File: config.mk
export PLATFORM = sky130hd
export DESIGN_NAME = verificador_sequencia
export DESIGN_NICKNAME = d
export VERILOG_FILES = /design/src/rtl/verificador_sequencia.sv
export SDC_FILE = /design/constraint.sdc
export NUM_CORES = 1
export LEC_CHECK = 0
export CORE_MARGIN = 2
export CORE_UTILIZATION = 49
export CTS_CLUSTER_DIAMETER = 30
export DETAILED_ROUTE_END_ITERATION = 12
export PLACE_DENSITY = 0.85
export SKIP_CTS_REPAIR_TIMING = 1
export SYNTH_ARGS = -nofsm -noshare
export SYNTH_HDL_FRONTEND = slang
export SYNTH_SLANG_ARGS = --single-unit
File: constraint.sdc
create_clock -name clk -period 2.2 [get_ports clk]
set_input_delay 0.44 -clock clk [delete_from_list [all_inputs] [get_ports clk]]
set_output_delay 0.44 -clock clk [all_outputs]
set_load 0.03 [all_outputs]
File: src/rtl/verificador_sequencia.sv
// Checks a stream of entered digits against a latched expected sequence (pista),
// counting errors, with an optional idle timeout and terminal SUCESSO/FALHA states.
module verificador_sequencia #(
  parameter int DIGIT_W        = 4,
  parameter int SEQ_LEN        = 6,
  parameter int MAX_ERROS      = 2,
  parameter int TIMEOUT_CICLOS = 0,
  localparam int POS_W = (SEQ_LEN > 1) ? $clog2(SEQ_LEN) : 1,
  localparam int ERR_W = $clog2(MAX_ERROS + 1),
  localparam int TMO_W = (TIMEOUT_CICLOS > 0) ? $clog2(TIMEOUT_CICLOS + 1) : 1
) (
  input  logic                       clk,
  input  logic                       rst_n,
  input  logic                       iniciar,
  input  logic [SEQ_LEN*DIGIT_W-1:0] pista,
  input  logic                       numero_valido,
  input  logic [DIGIT_W-1:0]         numero,
  output logic [2:0]                 estado,
  output logic [POS_W-1:0]           posicao,
  output logic [ERR_W-1:0]           erros,
  output logic                       acerto,
  output logic                       erro_ocorrido,
  output logic                       sucesso,
  output logic                       falha
);

  typedef enum logic [2:0] {
    OCIOSO       = 3'b000,
    VERIFICA     = 3'b001,
    SUCESSO      = 3'b010,
    ERRO_PARCIAL = 3'b011,
    FALHA        = 3'b100
  } estado_t;

  estado_t                    estado_q, estado_d;
  logic [POS_W-1:0]           posicao_d;
  logic [ERR_W-1:0]           erros_d, erros_inc;
  logic [TMO_W-1:0]           timer_q, timer_d;
  logic [SEQ_LEN*DIGIT_W-1:0] pista_q, pista_d;
  logic                       acerto_d, erro_d;
  logic                       tmo_expirou, mismatch;
  logic [DIGIT_W-1:0]         digitos [SEQ_LEN];
  logic [DIGIT_W-1:0]         esperado;

  // Slot 0 sits in the MSBs of pista, so unpack from the top down.
  always_comb begin
    for (int i = 0; i < SEQ_LEN; i++) begin
      digitos[i] = pista_q[(SEQ_LEN-1-i)*DIGIT_W +: DIGIT_W];
    end
  end

  assign esperado    = digitos[posicao];
  assign erros_inc   = (erros == ERR_W'(MAX_ERROS)) ? erros : erros + ERR_W'(1);
  assign tmo_expirou = (TIMEOUT_CICLOS != 0) &&
                       (timer_q + TMO_W'(1) == TMO_W'(TIMEOUT_CICLOS));
  assign estado      = estado_q;

  always_comb begin
    estado_d  = estado_q;
    posicao_d = posicao;
    erros_d   = erros;
    timer_d   = '0;
    pista_d   = pista_q;
    acerto_d  = 1'b0;
    erro_d    = 1'b0;
    mismatch  = 1'b0;

    if (iniciar) begin
      pista_d   = pista;
      posicao_d = '0;
      erros_d   = '0;
      estado_d  = VERIFICA;
    end else begin
      case (estado_q)
        OCIOSO: ;
        VERIFICA: begin
          // A valid digit always wins over an expiring timeout.
          if (numero_valido) begin
            if (numero == esperado) begin
              acerto_d = 1'b1;
              if (posicao == POS_W'(SEQ_LEN - 1)) estado_d = SUCESSO;
              else                                posicao_d = posicao + POS_W'(1);
            end else begin
              mismatch = 1'b1;
            end
          end else if (tmo_expirou) begin
            mismatch = 1'b1;
          end else if (TIMEOUT_CICLOS != 0) begin
            timer_d = timer_q + TMO_W'(1);
          end

          if (mismatch) begin
            erro_d    = 1'b1;
            erros_d   = erros_inc;
            posicao_d = '0;
            estado_d  = (erros_inc == ERR_W'(MAX_ERROS)) ? FALHA : ERRO_PARCIAL;
          end
        end
        ERRO_PARCIAL: estado_d = VERIFICA;
        SUCESSO, FALHA: ;
        default: estado_d = OCIOSO;
      endcase
    end
  end

  always_ff @(posedge clk or negedge rst_n) begin
    if (!rst_n) begin
      estado_q      <= OCIOSO;
      posicao       <= '0;
      erros         <= '0;
      timer_q       <= '0;
      pista_q       <= '0;
      acerto        <= 1'b0;
      erro_ocorrido <= 1'b0;
      sucesso       <= 1'b0;
      falha         <= 1'b0;
    end else begin
      estado_q      <= estado_d;
      posicao       <= posicao_d;
      erros         <= erros_d;
      timer_q       <= timer_d;
      pista_q       <= pista_d;
      acerto        <= acerto_d;
      erro_ocorrido <= erro_d;
      sucesso       <= (estado_d == SUCESSO);
      falha         <= (estado_d == FALHA);
    end
  end

endmodule

==> results.cfg <==
[status]
status = finished, final reports clean

[clock_network]
cts_tree = built
path_clk_slew_ps = 60
cts_sinks = 36
numCtsBuffers = 5
clockBufferDepth = 2
h-tree-depth = 2
clock-root-buffer = clkbuf_8
clock_latency_ps = 280

[setup_path]
rr_startpoint = posicao[0]$_DFFE_PN0P_
cp_max_fo = 11
regToRegSetupSlack_ps = 110
cp-startpoint = posicao[0]$_DFFE_PN0P_
rr_endpoint = estado[2]$_DFF_PN0_
worst_ep_arrival_time_ps = 2300
r2r.worst_path.cells = 8
crit_path_end = estado[2]$_DFF_PN0_
crit_type = reg2reg
crit_path_end_kind = flip-flop
cp.required_ps = 2420
cp-start-kind = flip-flop

[power]
p_sw_share_pct = 29.5
vdd_ir_drop_max_mv = 0.486
switching_power_mw = 0.523
pwr-share-comb_pct = 29.3
powerDensity_mw_per_mm2 = 709
power_frac_seq_pct = 44.3
leakage_nw = 1.03
power.share.clock_pct = 26.4
internal_power_mw = 1.25

[floorplan]
rows = 22
io_pins = 44
start_util_pct = 50.6
die_w_microns = 65.3
core_sq_mm = 0.00363
dieArea_sq_mm = 0.00426
die_h_microns = 65.3

[sta]
slew-limit-headroom_pct = 69.6
period_minus_slack_ps = 2090
fin_crit_sh_pct = 94.8
setup_viol = 0
grt_setup_unrepaired = no
final_max_slew_viol_count = 0
finalWorstSetupSlack_ps = 114
tightest_slew_ps = 456
skew_ps = 6.48
final-hold-violation-count = 0
hold_slack_ps = 508
fmax_mhz = 479

[place]
hpwl_microns = 2980
dp_slack_ps = -100
place_congestion = 0.798
portBuffers = 43

[grt]
grt_pass1_vias = 1417
grt_max_degree = 37
grt_overflow = 0
antenna_found_initial = 0
grtUsageTotal_pct = 19.5
grt_pass1_wl_microns = 6270

[layout]
antenna_cells = 0
nets = 243
areaGrowthSynthToFinish_pct = 36.1
drive_above_1_share_pct = 24.4

[drt]
drtIter0Drc = 64
drt_pass1_iterations = 4
drc = 0
via_count = 1381
ant_nets = 0
wl_per_cell_microns = 15.3
drt_wl_total_microns = 3930
post_drt_via_cell_ratio = 5.37

[yosys]
ys_top_cells_by_area = dfrtp_1, mux2_2, mux2i_1, xnor2_1, ha_1
synth_nets = 187
ys_seq_area_share_pct = 49.0
syn_inst = 152
syn-mean-instance-area_sq_um = 12.1
yosysWarnings = 0
ys_types = 34
yosys.area.top_type = dfrtp_1
syn_area_sq_mm = 0.00184
synth_top_area_share_pct = 49.0
ys_ff_latch = 36

[min_path]
holdCritStartpoint = digitos[6]$_DFFE_PN0P_
hold_path_class = reg2reg

[flow_run]
maxCapViolCount = 0
## per-stage QoR
stage               util [%]  TNS [ps]  area (sq um)  power, mW  cells
detailed placement      66.2      -618          2410       1.31    249
CTS                     68.7         0          2500       1.79    257
finish                  68.9         0          2500       1.77    257
global placement        66.2      -166          2410       1.28    249
global route            68.9         0          2500       1.86    257
floorplan                  -         0          1840       1.09    152
## flip-flops by register name, summed over array words and instances (netlist names)
name,count
erro_ocorrido,1
falha,1
digitos,24
erros,2
posicao,3
sucesso,1
acerto,1
estado,3
## cell families after synthesis
| kind of cell | share of synthesized area [%] |
|---|---|
| compound gates | 9.05 |
| fa+ha+maj | 2.04 |
| flops | 49.0 |
| mux | 22.9 |
| buf+inv | 3.13 |
| xor+xnor | 3.81 |
| simple gates | 10.1 |
## power groups by stage
stage | registers, mW | logic, mW | clock network, mW
global placement | 0.792 | 0.491 | 0
global route | 0.795 | 0.556 | 0.506
finish | 0.787 | 0.520 | 0.468
CTS | 0.787 | 0.518 | 0.484
detailed placement | 0.799 | 0.515 | 0
floorplan | 0.847 | 0.243 | 0
## cell usage after synthesis
| master | count |
|---|---|
| dfrtp_1 | 36 |
| mux2_2 | 24 |
| mux2i_1 | 15 |
| xnor2_1 | 8 |
| nand2_1 | 6 |
| nor2_1 | 6 |
| inv_1 | 5 |
| and3_1 | 4 |
| o21ai_0 | 4 |
| o22ai_1 | 4 |
| or3_1 | 4 |
| buf_1 | 3 |
| ha_1 | 3 |
| o21ai_1 | 3 |
| a21o_1 | 2 |
| a21oi_1 | 2 |
| a32o_1 | 2 |
| buf_6 | 2 |
| nand4b_1 | 2 |
| nor2b_1 | 2 |
| o22ai_2 | 2 |
| a211oi_1 | 1 |
| a22oi_2 | 1 |
| and2_0 | 1 |
| buf_2 | 1 |
| nand2b_1 | 1 |
| nand3b_1 | 1 |
| nor2_2 | 1 |
| nor2_4 | 1 |
| nor3_2 | 1 |
| o21a_2 | 1 |
| o31ai_1 | 1 |
| or2_2 | 1 |
| or2b_1 | 1 |
## final cells by class
class	instances	area [sq um]
flip-flops and latches	36	902
repair buffers	55	546
multi-input cells	105	887
fillers	274	1130
inverters	5	18.8
well taps	48	60.1
clock buffers	8	90.1
## routing by layer
layer  up-vias  global-route usage [%]  share of wire, %
met1       665                    21.6                39
met2        48                    36.2                55
met3        11                    2.57               4.1
li1        657                       -                 -
met5         -                       0                 0
met4         0                    9.90               2.6
## how the worst min path moves through the flow
stage          slack [ps]  depth (start not counted)                       to
2_1_floorplan         140                          0         acerto$_DFF_PN0_
3_3_place_gp          490                          1   digitos[7]$_DFFE_PN0P_
3_5_place_dp          500                          1  digitos[13]$_DFFE_PN0P_
4_1_cts               510                          1   digitos[6]$_DFFE_PN0P_
5_1_grt               530                          1   digitos[5]$_DFFE_PN0P_
6_report              510                          1   digitos[6]$_DFFE_PN0P_
## cell usage in the layout, fill, tap and decap left out, types with 3 or more instances in the layout
| master | netlist | final |
|---|---|---|
| o21ai_0 | 4 | 4 |
| nand2_1 | 6 | 6 |
| o21ai_1 | 3 | 3 |
| o22ai_1 | 4 | 4 |
| and3_1 | 4 | 4 |
| ha_1 | 3 | 3 |
| or3_1 | 4 | 4 |
| dfrtp_1 | 36 | 35 |
| mux2i_1 | 15 | 15 |
| mux2_2 | 24 | 24 |
| inv_1 | 5 | 5 |
| xnor2_1 | 8 | 8 |
| clkbuf_8 | 0 | 6 |
| nor2_1 | 6 | 6 |
| clkdlybuf4s50_1 | 0 | 43 |
| buf_4 | 0 | 10 |
## critical path, stage by stage (launching register included)
cell and delay (ps):
dfrtp_2 500, mux2i_1 170, or3_1 310, and3_1 180, o22ai_2 310, nor2_4 90, buf_4 140, nor2_2 160
a32o_1 160
(Power assumes the default switching activity.)
